`src/rtl/mix_resp_misr_pkg.sv`:
```
// Shared types and the MISR step function for the mix response compactor.
package mix_resp_pkg;

    // Run-control states of the compactor.
    typedef enum logic [1:0] {
        ST_IDLE = 2'd0,
        ST_RUN  = 2'd1,
        ST_DONE = 2'd2
    } state_t;

    localparam int          RESP_W   = 16;
    localparam logic [15:0] DEF_TAPS = 16'hB400;  // x^16+x^14+x^13+x^11+1
    localparam logic [15:0] DEF_SEED = 16'h0000;

    // One MISR step: shift left, feed the tap parity into bit 0, then fold in the response.
    function automatic logic [RESP_W-1:0] misr_step(
        input logic [RESP_W-1:0] sig,
        input logic [RESP_W-1:0] resp,
        input logic [RESP_W-1:0] taps
    );
        logic fb;
        fb = ^(sig & taps);
        return {sig[RESP_W-2:0], fb} ^ resp;
    endfunction

endpackage

```
`src/rtl/mix_resp_misr_core.sv`:
```
// MISR signature register: load restores the seed, enable folds one response in.
module misr_core
    import mix_resp_pkg::*;
#(
    parameter int                WIDTH = RESP_W,
    parameter logic [WIDTH-1:0]  TAPS  = DEF_TAPS,
    parameter logic [WIDTH-1:0]  SEED  = DEF_SEED
) (
    input  logic             clk,
    input  logic             rst,
    input  logic             load_i,
    input  logic             en_i,
    input  logic [WIDTH-1:0] resp_i,
    output logic [WIDTH-1:0] sig_o,
    output logic [WIDTH-1:0] sig_next_o
);

    logic [WIDTH-1:0] sig_q;
    logic [WIDTH-1:0] sig_d;

    // Next signature: load wins over enable so a restart never folds a sample in.
    always_comb begin
        sig_next_o = misr_step(sig_q, resp_i, TAPS);
        sig_d      = sig_q;
        if (load_i) begin
            sig_d = SEED;
        end else if (en_i) begin
            sig_d = sig_next_o;
        end
    end

    // Signature register, seeded on reset.
    always_ff @(posedge clk) begin
        if (rst) begin
            sig_q <= SEED;
        end else begin
            sig_q <= sig_d;
        end
    end

    assign sig_o = sig_q;

endmodule

```
`src/rtl/mix_resp_misr.sv`:
```
// Response compactor: folds LEN valid samples after start into a MISR and checks the result.
//
// Handshake: resp is consumed on every clock where resp_valid is high while busy is high
// and start is low; there is no backpressure. start always wins over resp_valid.
module mix_resp_misr
    import mix_resp_pkg::*;
#(
    parameter int                WIDTH = RESP_W,
    parameter int                LEN   = 32,
    parameter logic [WIDTH-1:0]  TAPS  = DEF_TAPS,
    parameter logic [WIDTH-1:0]  SEED  = DEF_SEED
) (
    input  logic             clk,
    input  logic             rst,
    input  logic             start,
    input  logic             resp_valid,
    input  logic [WIDTH-1:0] resp,
    input  logic [WIDTH-1:0] golden,
    output logic             busy,
    output logic             sig_valid,
    output logic [WIDTH-1:0] signature,
    output logic             pass
);

    localparam int CNT_W = $clog2(LEN + 1);

    state_t           state_q, state_d;
    logic [CNT_W-1:0] count_q, count_d;
    logic             pass_q, pass_d;
    logic             core_load;
    logic             core_en;
    logic [WIDTH-1:0] sig_next;

    misr_core #(
        .WIDTH (WIDTH),
        .TAPS  (TAPS),
        .SEED  (SEED)
    ) u_core (
        .clk        (clk),
        .rst        (rst),
        .load_i     (core_load),
        .en_i       (core_en),
        .resp_i     (resp),
        .sig_o      (signature),
        .sig_next_o (sig_next)
    );

    // Next-state, sample counting and golden compare on the final step.
    always_comb begin
        state_d   = state_q;
        count_d   = count_q;
        pass_d    = pass_q;
        core_load = 1'b0;
        core_en   = 1'b0;
        case (state_q)
            ST_IDLE: begin
                if (start) begin
                    state_d   = ST_RUN;
                    count_d   = '0;
                    core_load = 1'b1;
                end
            end
            ST_RUN: begin
                if (start) begin
                    count_d   = '0;
                    core_load = 1'b1;
                end else if (resp_valid) begin
                    core_en = 1'b1;
                    count_d = count_q + CNT_W'(1);
                    if (count_q == CNT_W'(LEN - 1)) begin
                        state_d = ST_DONE;
                        pass_d  = (sig_next == golden);
                    end
                end
            end
            ST_DONE: begin
                if (start) begin
                    state_d   = ST_RUN;
                    count_d   = '0;
                    pass_d    = 1'b0;
                    core_load = 1'b1;
                end
            end
            default: begin
                state_d = ST_IDLE;
                count_d = '0;
                pass_d  = 1'b0;
            end
        endcase
    end

    // Control registers.
    always_ff @(posedge clk) begin
        if (rst) begin
            state_q <= ST_IDLE;
            count_q <= '0;
            pass_q  <= 1'b0;
        end else begin
            state_q <= state_d;
            count_q <= count_d;
            pass_q  <= pass_d;
        end
    end

    assign busy      = (state_q == ST_RUN);
    assign sig_valid = (state_q == ST_DONE);
    assign pass      = pass_q;

endmodule

```
`config.mk`:
```
export PLATFORM = sky130hd
export DESIGN_NAME = mix_resp_misr
export DESIGN_NICKNAME = d
export VERILOG_FILES = /design/src/rtl/mix_resp_misr_pkg.sv /design/src/rtl/mix_resp_misr_core.sv /design/src/rtl/mix_resp_misr.sv
export SDC_FILE = /design/constraint.sdc
export NUM_CORES = 1
export LEC_CHECK = 0
export CAP_MARGIN = 20
export CORE_MARGIN = 2
export CORE_UTILIZATION = 30
export DETAILED_ROUTE_END_ITERATION = 10
export GPL_ROUTABILITY_DRIVEN = 1
export HOLD_SLACK_MARGIN = 0.08
export PLACE_DENSITY_LB_ADDON = 0.12
export RECOVER_POWER = 50
export SKIP_LAST_GASP = 1
export SYNTH_ARGS = -nofsm -noshare
export SYNTH_HDL_FRONTEND = slang
export SYNTH_HIERARCHICAL = 1
export SYNTH_SLANG_ARGS = --single-unit
```
`constraint.sdc`:
```
create_clock -name clk -period 2.71 [get_ports clk]
set_input_delay 0.6775 -clock clk [delete_from_list [all_inputs] [get_ports clk]]
set_output_delay 0.6775 -clock clk [all_outputs]
set_load 0.05 [all_outputs]
```
==> run_results.csv, run 1 <==
group,metric,value,unit
run_status,status,"finished clean",
synthesis,ys_seq_elements,25,
place,port_buffers,54,
cells_and_area,multi_input_area,870,um2
timing,fin_crit_sh,90.5,%
synthesis,avgSynthCellArea,8.17,um2
place,place_area,2030,um2
cells_and_area,final-seq-area,500,um2
synthesis,synth_cell_types,32,
timing,tightest_slew,0.802,ns
synthesis,synthCells,174,
synthesis,netlist_top_cells_area,"dfxtp_1 (35%), xor2_1 (20%), nor2_1 (9.5%), nor3_1 (7.7%), a21oi_1 (3.2%)",
cells_and_area,area.growth.synth_to_final,46.0,%
synthesis,yosys-top-cells-count,"nor2_1 (36), xor2_1 (32), dfxtp_1 (25), nor3_1 (22), a21oi_1 (9)",
routing,viasPerCell,4.70,
job,drv_cap,0,
clock_network,clk_latency,0.27,ns
synthesis,synth.most_common_cell,"nor2_1",
die,core_area,4630,um2
die,start_util,30.7,%
place,gp_congestion,0.744,
synthesis,synth_warnings,6,
timing,fmax,0.408,GHz
synthesis,netlist_area,1420,um2
power_and_ir_drop,irDropWorstVdd,0.176,mV
clock_network,cts_tree,"done",
timing,drv_slew,0,
worst_setup_path,startpoint_type,"primary input",
synthesis,synth_top_flop_cell,"dfxtp_1",
timing,setup_viol,0,
routing,drtAntennaViolNets,0,
routing,drtIter0Drc,36,
global_routing,antenna_found_initial,0,
die,fp.dieW,72.8,um
worst_setup_path,r2r_setup_slack,0.81,ns
global_routing,grt_usage,14.7,%
routing,vias,1335,
worst_setup_path,path_class,"primary input to flip-flop",
timing,grt_setup_unrepaired,"false",
cells_and_area,final_area,2080,um2
clock_network,cts_root_buffer,"clkbuf_8",
min_path,min_path_type,"flip-flop to flip-flop",
cells_and_area,fillers,492,
synthesis,async_flop_share,0,%
worst_setup_path,crit_required,2.93,ns
global_routing,gr-total-overflow,0,
routing,post-route-drc-count,0,
worst_setup_path,timing.critical_path.to_type,"flip-flop",
clock_network,holdBufCountCts,0,
clock_network,clock_path_buffers,2,
die,io_pins,55,
synthesis,yosys.area.top_type_share,35.2,%
power_and_ir_drop,p_leak,0.803,nW
place,hpwl,2.91,mm
die,rows,25,
global_routing,grt_pass1_wl,6.05,mm
synthesis,yosysTopAreaCell,"dfxtp_1",
global_routing,grt_max_degree,19,
worst_setup_path,worstPathArrival,2.68,ns
synthesis,syn-num-nets,211,
routing,drt_pre_antenna_iters,4,
routing,wl,3.65,mm
clock_network,clkTransAtPathRegs,0.09,ns
routing,wl_per_cell,12.8,um
die,dieArea,5300,um2
clock_network,h-tree-depth,1,
timing,fin_tns_setup,0,ns
worst_setup_path,cp_max_fo,18,
timing,slew_headroom,46.5,%
timing,timing_hold_violations_final,0,
timing,worst_hold_slack,0.512,ns
die,die_h,72.8,um
cells_and_area,n_antenna_cell,0,
synthesis,yosysSeqAreaShare,35.2,%
clock_network,tritoncts.num_buffers,3,
cells_and_area,final_net_count,268,
timing,period_minus_slack,2.45,ns
cells_and_area,drive_above_1_share,5.22,%
timing,fin_skew,0.00301,ns
power_and_ir_drop,power_density,381,nW/um2
synthesis,synth-edff-count,0,
global_routing,grt_pass1_vias,1302,
clock_network,clkSinkCount,25,
==> final timing paths <==
path                                                     from                            end  cells after the start
worst max-delay path                               resp_valid   u_core/sig_o[0]$_SDFFE_PP0P_                      6
worst min-delay path            u_core/sig_o[14]$_SDFFE_PP0P_  u_core/sig_o[14]$_SDFFE_PP0P_                      2
worst max register to register        state_q[0]$_SDFFE_PP0P_   u_core/sig_o[0]$_SDFFE_PP0P_                      5
worst min register to register  u_core/sig_o[14]$_SDFFE_PP0P_  u_core/sig_o[14]$_SDFFE_PP0P_                      2
==> registers in the layout, summed over array words and instances (netlist names) <==
signal	count
pass	1
u_core/sig_o	16
state_q	2
count_q	6
==> logic make-up after synthesis <==
logic type / after synthesis / share of synthesized area (%)
XOR/XNOR: 34 / 21.9
AND/OR/NAND/NOR: 83 / 30.0
buffers and inverters: 11 / 3.61
AO/OA/AOI/OAI: 20 / 8.36
adder cells (fa/ha/maj): 1 / 0.880
flip-flops: 25 / 35.2
==> final cells by class <==
cell class,count,share of cell area [%]
sequential,25,24.1
multi-input combinational,138,41.9
clock inverter,1,0.422
tap,54,3.25
clock buffer,3,1.99
inverter,4,0.723
timing repair buffer,59,27.6
==> critical path: stages <==
cell and delay [ns]:
dlygate4sd3_1 0.66, nand4bb_4 0.16, inv_1 0.10, clkbuf_1 0.61, and4_4 0.36, a311o_1 0.10
==> cell usage in the layout, fill, tap and decap left out, drive strengths merged, types with 2 or more instances in the layout <==
cell type      synthesis  final
a21oi                  9      9
dfxtp                 25     25
clkdlybuf4s50          0     52
inv                    3      4
nand3b                 2      2
nor3                  22     22
xor2                  32     32
nor4                   5      5
nand3                  4      4
o21ai                  5      5
clkbuf                 7      5
and3                   2      2
nor2                  36     36
nand2                  2      2
nand2b                 2      2
buf                    0      3
or3                    2      2
==> metrics by stage <==
stage	setup WS, ns	power [mW]	util [%]	std cells
after floorplan	0.617	0.481	-	174
after global placement	0.345	0.569	43.9	280
after detailed placement	0.327	0.568	43.9	280
after CTS	0.0693	0.804	44.9	284
after global routing	0.131	0.837	44.8	284
final	0.258	0.791	44.8	284
==> layer usage <==
layer | GRT usage [%] | share of wire, %
met3 | 3.59 | 4.4
met5 | 0 | 0
met4 | 4.32 | 0.80
met1 | 19.3 | 46
met2 | 23.7 | 49
==> power by group <==
part | total [mW] | switching [mW] | leakage [nW] | internal, mW
registers | 0.381 | 0.00783 | 0.202 | 0.373
clock network | 0.235 | 0.127 | 0.0261 | 0.108
logic | 0.175 | 0.0848 | 0.574 | 0.0902
==> repair_timing <==
action | in CTS | in global routing
setup buffers | 0 | 0
setup endpoints to repair | 0 | 1
gates resized for setup | 0 | 1
(Power assumes the default switching activity.)
==> run 2: changes to the inputs <==
--- a/config.mk
+++ b/config.mk
@@ -13,6 +13,7 @@
 export HOLD_SLACK_MARGIN = 0.08
 export PLACE_DENSITY_LB_ADDON = 0.12
 export RECOVER_POWER = 50
+export SETUP_SLACK_MARGIN = 0.05
 export SKIP_LAST_GASP = 1
 export SYNTH_ARGS = -nofsm -noshare
 export SYNTH_HDL_FRONTEND = slang
==> results of run 2 <==
Same layout as run 1: the final DEF is identical, and so are final timing and power.
==> run 3: changes to the inputs <==
--- a/config.mk
+++ b/config.mk
@@ -10,6 +10,7 @@
 export CORE_UTILIZATION = 30
 export DETAILED_ROUTE_END_ITERATION = 10
 export GPL_ROUTABILITY_DRIVEN = 1
+export GPL_TIMING_DRIVEN = 0
 export HOLD_SLACK_MARGIN = 0.08
 export PLACE_DENSITY_LB_ADDON = 0.12
 export RECOVER_POWER = 50
==> run 3 against run 2 <==
Against the previous run:
- power is 0.87% lower
- first-iteration DRC count is 11% higher
- routed wire length is 1.5% lower
- sequential cell count stayed put
- design area is 0.42% lower
- setup slack worse by 0.013 ns
- clock power is 2% lower
- non-clock buffer count is 1 higher
- critical path type unchanged
- critical endpoint is now u_core/sig_o[2]$_SDFFE_PP0P_
- largest power group unchanged
==> run_results.csv, run 3 (synthesis gave the netlist of run 1 again) <==
group,metric,value,unit
cells_and_area,largest_register_ffs,16,
power_and_ir_drop,power_density,379,nW/um2
routing,vias,1359,
min_path,min_path_type,"flip-flop to flip-flop",
power_and_ir_drop,p_total,0.784,mW
global_routing,grt_usage,14.4,%
die,die_h,72.8,um
global_routing,antenna_found_initial,0,
worst_setup_path,r2r_setup_slack,0.74,ns
die,rows,25,
min_path,min_from,"u_core/sig_o[8]$_SDFFE_PP0P_",
cells_and_area,layout_common_cells,"clkdlybuf4s50_1 (39), nor2_1 (36), xor2_1 (32), dfxtp_1 (25), nor3_1 (22)",
worst_setup_path,crit_required,2.86,ns
run_status,status,"finished clean",
worst_setup_path,cp_max_fo,10,
place,place_ws,-0.174,ns
global_routing,grt_pass1_wl,5.93,mm
global_routing,grt_max_degree,14,
cells_and_area,final_net_count,269,
die,dieArea,5300,um2
place,dp_cells,281,
clock_network,cts_root_buffer,"clkbuf_8",
power_and_ir_drop,irDropWorstVdd,0.179,mV
routing,drtAntennaViolNets,0,
routing,drtIter0Drc,40,
timing,timing_hold_violations_final,0,
worst_setup_path,r2r_end,"u_core/sig_o[2]$_SDFFE_PP0P_",
worst_setup_path,timing.critical_path.to_type,"flip-flop",
worst_setup_path,reg2reg_depth,7,
timing,finalWorstSetupSlack,0.244,ns
power_and_ir_drop,p_leak,0.839,nW
cells_and_area,area.growth.synth_to_final,45.4,%
worst_setup_path,worstPathArrival,2.61,ns
clock_network,tritoncts.num_buffers,3,
timing,period_minus_slack,2.47,ns
timing,fin_skew,0.00717,ns
worst_setup_path,path_class,"primary input to flip-flop",
timing,fmax,0.406,GHz
clock_network,post-cts-setup-buffers,0,
routing,viasPerCell,4.77,
worst_setup_path,startpoint_type,"primary input",
routing,wl_per_cell,12.6,um
timing,setup_viol,0,
global_routing,gr-total-overflow,0,
die,start_util,30.7,%
timing,fin_crit_sh,91.0,%
place,hpwl,2.86,mm
job,drv_cap,0,
clock_network,cts_tree,"done",
min_path,min_path_cells,2,
clock_network,clkTransAtPathRegs,0.09,ns
clock_network,clk_latency,0.27,ns
routing,drt_pre_antenna_iters,4,
cells_and_area,n_antenna_cell,0,
routing,wl,3.59,mm
routing,post-route-drc-count,0,
cells_and_area,finalNonFillerCells,285,
timing,slew_headroom,65.6,%
clock_network,clock_path_buffers,2,
min_path,hold_end,"u_core/sig_o[8]$_SDFFE_PP0P_",
timing,tightest_slew,0.514,ns
cells_and_area,drive_above_1_share,3.90,%
die,fp.dieW,72.8,um
die,core_area,4630,um2
clock_network,h-tree-depth,1,
cells_and_area,final_common_cell,"clkdlybuf4s50_1",
timing,drv_slew,0,
place,gp_congestion,0.742,
die,io_pins,55,
place,port_buffers,53,
global_routing,grt_pass1_vias,1303,
clock_network,clkSinkCount,25,
timing,grt_setup_unrepaired,"false",
worst_setup_path,r2r-start,"state_q[0]$_SDFFE_PP0P_",
[run 3: cell count changes in the layout (fill, tap and decap cells not counted)]
| cell | delta |
|---|---|
| dlygate4sd3_1 | +12 |
| clkbuf_1 | +5 |
| clkinv_1 | -1 |
| inv_6 | -1 |
| buf_4 | -3 |
| clkdlybuf4s50_1 | -13 |
| inv_1 | +1 |
| clkbuf_8 | +1 |
[run 3: worst max-delay path by stage]
stage | from | to | slack (ns) | cells after the start
2_1_floorplan | start | u_core/sig_o[11]$_SDFFE_PP0P_ | 0.62 | 8
3_3_place_gp | resp_valid | u_core/sig_o[3]$_SDFFE_PP0P_ | -0.18 | 8
3_5_place_dp | resp_valid | u_core/sig_o[5]$_SDFFE_PP0P_ | -0.17 | 8
4_1_cts | state_q[0]$_SDFFE_PP0P_ | busy | 0.12 | 3
5_1_grt | resp_valid | u_core/sig_o[4]$_SDFFE_PP0P_ | 0.05 | 8
6_report | resp_valid | u_core/sig_o[2]$_SDFFE_PP0P_ | 0.24 | 8
[run 3: repair_timing]
action,in CTS,in global routing
endpoints found under the setup margin,0,11
hold buffers,0,0
resized for setup,0,2
[run 3: critical path, cell delays in order]
cell             delay, ns
clkdlybuf4s50_1       0.60
nand4bb_4             0.16
inv_1                 0.12
clkbuf_1              0.31
inv_1                 0.23
clkbuf_1              0.29
nor2_1                0.16
nor3_1                0.05
[run 3: layout make-up]
cell class | instances | area (um2)
fillers | 487 | 2560
multi-input cells | 138 | 870
repair buffers | 53 | 533
flip-flops and latches | 25 | 500
well taps | 54 | 67.6
clock buffers | 4 | 45.0
plain buffers | 7 | 36.3
inverters | 4 | 15.0
[run 3: power breakdown]
group	switching [mW]	internal [mW]	leakage (nW)	total, mW
logic	0.0854	0.0881	0.614	0.174
clock network	0.124	0.105	0.0228	0.230
registers	0.00749	0.373	0.202	0.381
total	0.217	0.567	0.839	0.784
[run 3: per-layer routing]
metal / GRT usage (%) / share of wire [%] / vias up
met5: 0 / 0 / -
met4: 4.94 / 1.4 / 0
met3: 3.04 / 4.8 / 5
met2: 23.7 / 48 / 33
met1: 18.6 / 46 / 619
li1: - / - / 702
[run 3: stage by stage]
stage	utilization (%)	hold WS, ns	TNS, ns	area [um2]
2_1_floorplan	-	0.472	0	1420
3_3_place_gp	43.6	0.500	-1.77	2020
3_5_place_dp	43.6	0.498	-1.68	2020
4_1_cts	44.6	0.513	0	2060
5_1_grt	44.6	0.535	0	2070
6_report	44.6	0.508	0	2070
==> patch, RTL diff (settings of run 3) <==
Reset style: asynchronous (`rst`), changed in 2 clocked blocks.
--- a/src/rtl/mix_resp_misr_core.sv
+++ b/src/rtl/mix_resp_misr_core.sv
@@ -30,7 +30,7 @@
     end
 
     // Signature register, seeded on reset.
-    always_ff @(posedge clk) begin
+    always_ff @(posedge clk or posedge rst) begin
         if (rst) begin
             sig_q <= SEED;
         end else begin
--- a/src/rtl/mix_resp_misr.sv
+++ b/src/rtl/mix_resp_misr.sv
@@ -90,7 +90,7 @@
     end
 
     // Control registers.
-    always_ff @(posedge clk) begin
+    always_ff @(posedge clk or posedge rst) begin
         if (rst) begin
             state_q <= ST_IDLE;
             count_q <= '0;
Behaviour: differs if rst is asserted again (counterexample within 4 cycles, from zero or initial values and one cycle with rst high); with rst held inactive, the same outputs for 10 cycles.
==> patch against run 3 <==
- register-to-register slack worse by 0.04 ns
- worst setup slack worse by 0.063 ns
- design area up 5.1%
- routed wire length up 7.4%
- combinational power up 71%
- count of clock-buffer cells in the layout down 1
- via count down 1.8%
- area after synthesis up 6.1%
- sequential cell count unchanged
- clock power down 3%
- power up 19%
- largest cell class unchanged
- largest power group unchanged
==> patch: results (changes against run 3) <==
[status]
status = finished clean  ; unchanged

[grt]
grt_pass1_wl_um = 6272  ; was 5934 um
grt_start_max_net_pins = 17  ; was 14
use_met1 = 0.2085  ; was 0.1862
grt_pass1_vias = 1324  ; was 1303
grt_util_all_layers = 0.1482  ; was 0.1439
gr-usage-met2 = 0.2310  ; was 0.2374
use_met3 = 0.04284  ; was 0.03039

[drt]
wl_per_cell_um = 13.20  ; was 12.60 um
met2WireLength_um = 1773  ; was 1731 um
drtIter0Drc = 31  ; was 40
wirelength_um = 3855  ; was 3591 um
met1_length_um = 1849  ; was 1634 um
topRoutingLayerUsed = met4  ; unchanged
dr_wl_met3_um = 210  ; was 174 um
routed_via_density = 4.568  ; was 4.768

[cells_and_area]
drive_gt1_frac = 0.04889  ; was 0.03896
fin_nets = 263  ; was 269
seq_area_um2 = 625.6  ; was 500.5 um2
fill_cells = 478  ; was 487

[placed_design]
dp_cells = 288  ; was 281
place_hpwl_um = 2979  ; was 2862 um
globalplace.congestion = 0.8084  ; was 0.7424
pre_cts_slack_ns = -0.1517  ; was -0.1740 ns
placed_cell_area_um2 = 2132  ; was 2019 um2
port_buffers = 54  ; was 53

[timing]
clock_skew_ns = 0.006499  ; was 0.007174 ns
relSlewSlack = 0.5607  ; was 0.6565

[yosys]
syn_nets = 204  ; was 211
yosys-top-cells-area = dfrtp_1, xor2_1, nor2_1  ; was dfxtp_1, xor2_1, nor2_1
synthMuxAreaShare = 0.006639  ; was 0
synthDistinctLibCells = 34  ; was 32
synth_xor_area_frac = 0.2183  ; was 0.2192
synthAdderAreaFrac = 0.008299  ; was 0.008803
async_reset_ff_frac = 1.000  ; was 0
synth-compound-area-share = 0.08299  ; was 0.08363
yosysSeqAreaShare = 0.4149  ; was 0.3521
synth_cells = 167  ; was 174
synthTopCellsByCount = nor2_1, xor2_1, dfrtp_1  ; was nor2_1, xor2_1, dfxtp_1

[critical_path]
max_stage_delay_ns = 0.83  ; was 0.60 ns
crit_path_max_fanout = 8  ; was 10

[power_and_ir_drop]
power_leakage_nw = 0.9367  ; was 0.8389 nW
peakVddDrop_mv = 0.2570  ; was 0.1787 mV

[worst_hold_path]
hold_path_class = flip-flop to flip-flop  ; unchanged

patch: cell count changes after synthesis, sizes merged, moves of 3 or more:
cell	change
nor3	-5
buf	+5
dfxtp	-25
dfrtp	+25
clkbuf	-5
a21oi	-5
inv	+3
patch: worst register-to-register path, stage by stage, from the launching register on:
cell and delay (ns):
dfrtp_1 0.48, nand2b_1 0.25, nor2_1 0.15, nand2_1 0.09
inv_1 0.06, buf_4 0.16, inv_1 0.15, or4_1 0.52
nand3_1 0.09
patch: cell type report:
class / count / share of cell area
Inverter: 6 / 0.01036
Multi-Input combinational cell: 129 / 0.3748
Sequential cell: 25 / 0.2879
Clock buffer: 3 / 0.01900
Timing Repair Buffer: 54 / 0.2481
Tap cell: 67 / 0.03857
Buffer: 7 / 0.01900
Clock inverter: 1 / 0.002303
patch: path summary, 6_finish.rpt:
check	startpoint	end	slack, ns	cells past startpoint
max in group asynchronous	rst	u_core/sig_o[6]$_DFFE_PP0P_	1.33	2
setup / recovery	state_q[1]$_DFFE_PP0P_	sig_valid	0.18	3
setup reg to reg	state_q[1]$_DFFE_PP0P_	u_core/sig_o[0]$_DFFE_PP0P_	0.70	8
min in group asynchronous	rst	count_q[0]$_DFFE_PP0P_	0.83	2
hold reg to reg	count_q[0]$_DFFE_PP0P_	count_q[0]$_DFFE_PP0P_	0.51	1
hold / removal	count_q[0]$_DFFE_PP0P_	count_q[0]$_DFFE_PP0P_	0.51	1
patch: power breakdown:
group | internal (W) | switching, W | leakage [nW]
registers | 0.000392 | 0.0000207 | 0.332
logic | 0.000132 | 0.000165 | 0.579
clock network | 0.000103 | 0.000120 | 0.0255
patch: repair_timing:
action | 4_1_cts | 5_1_grt
gates cloned | 0 | 0
hold endpoints to repair | 0 | 0
setup endpoints to repair | 1 | 10
resized for setup | 1 | 2
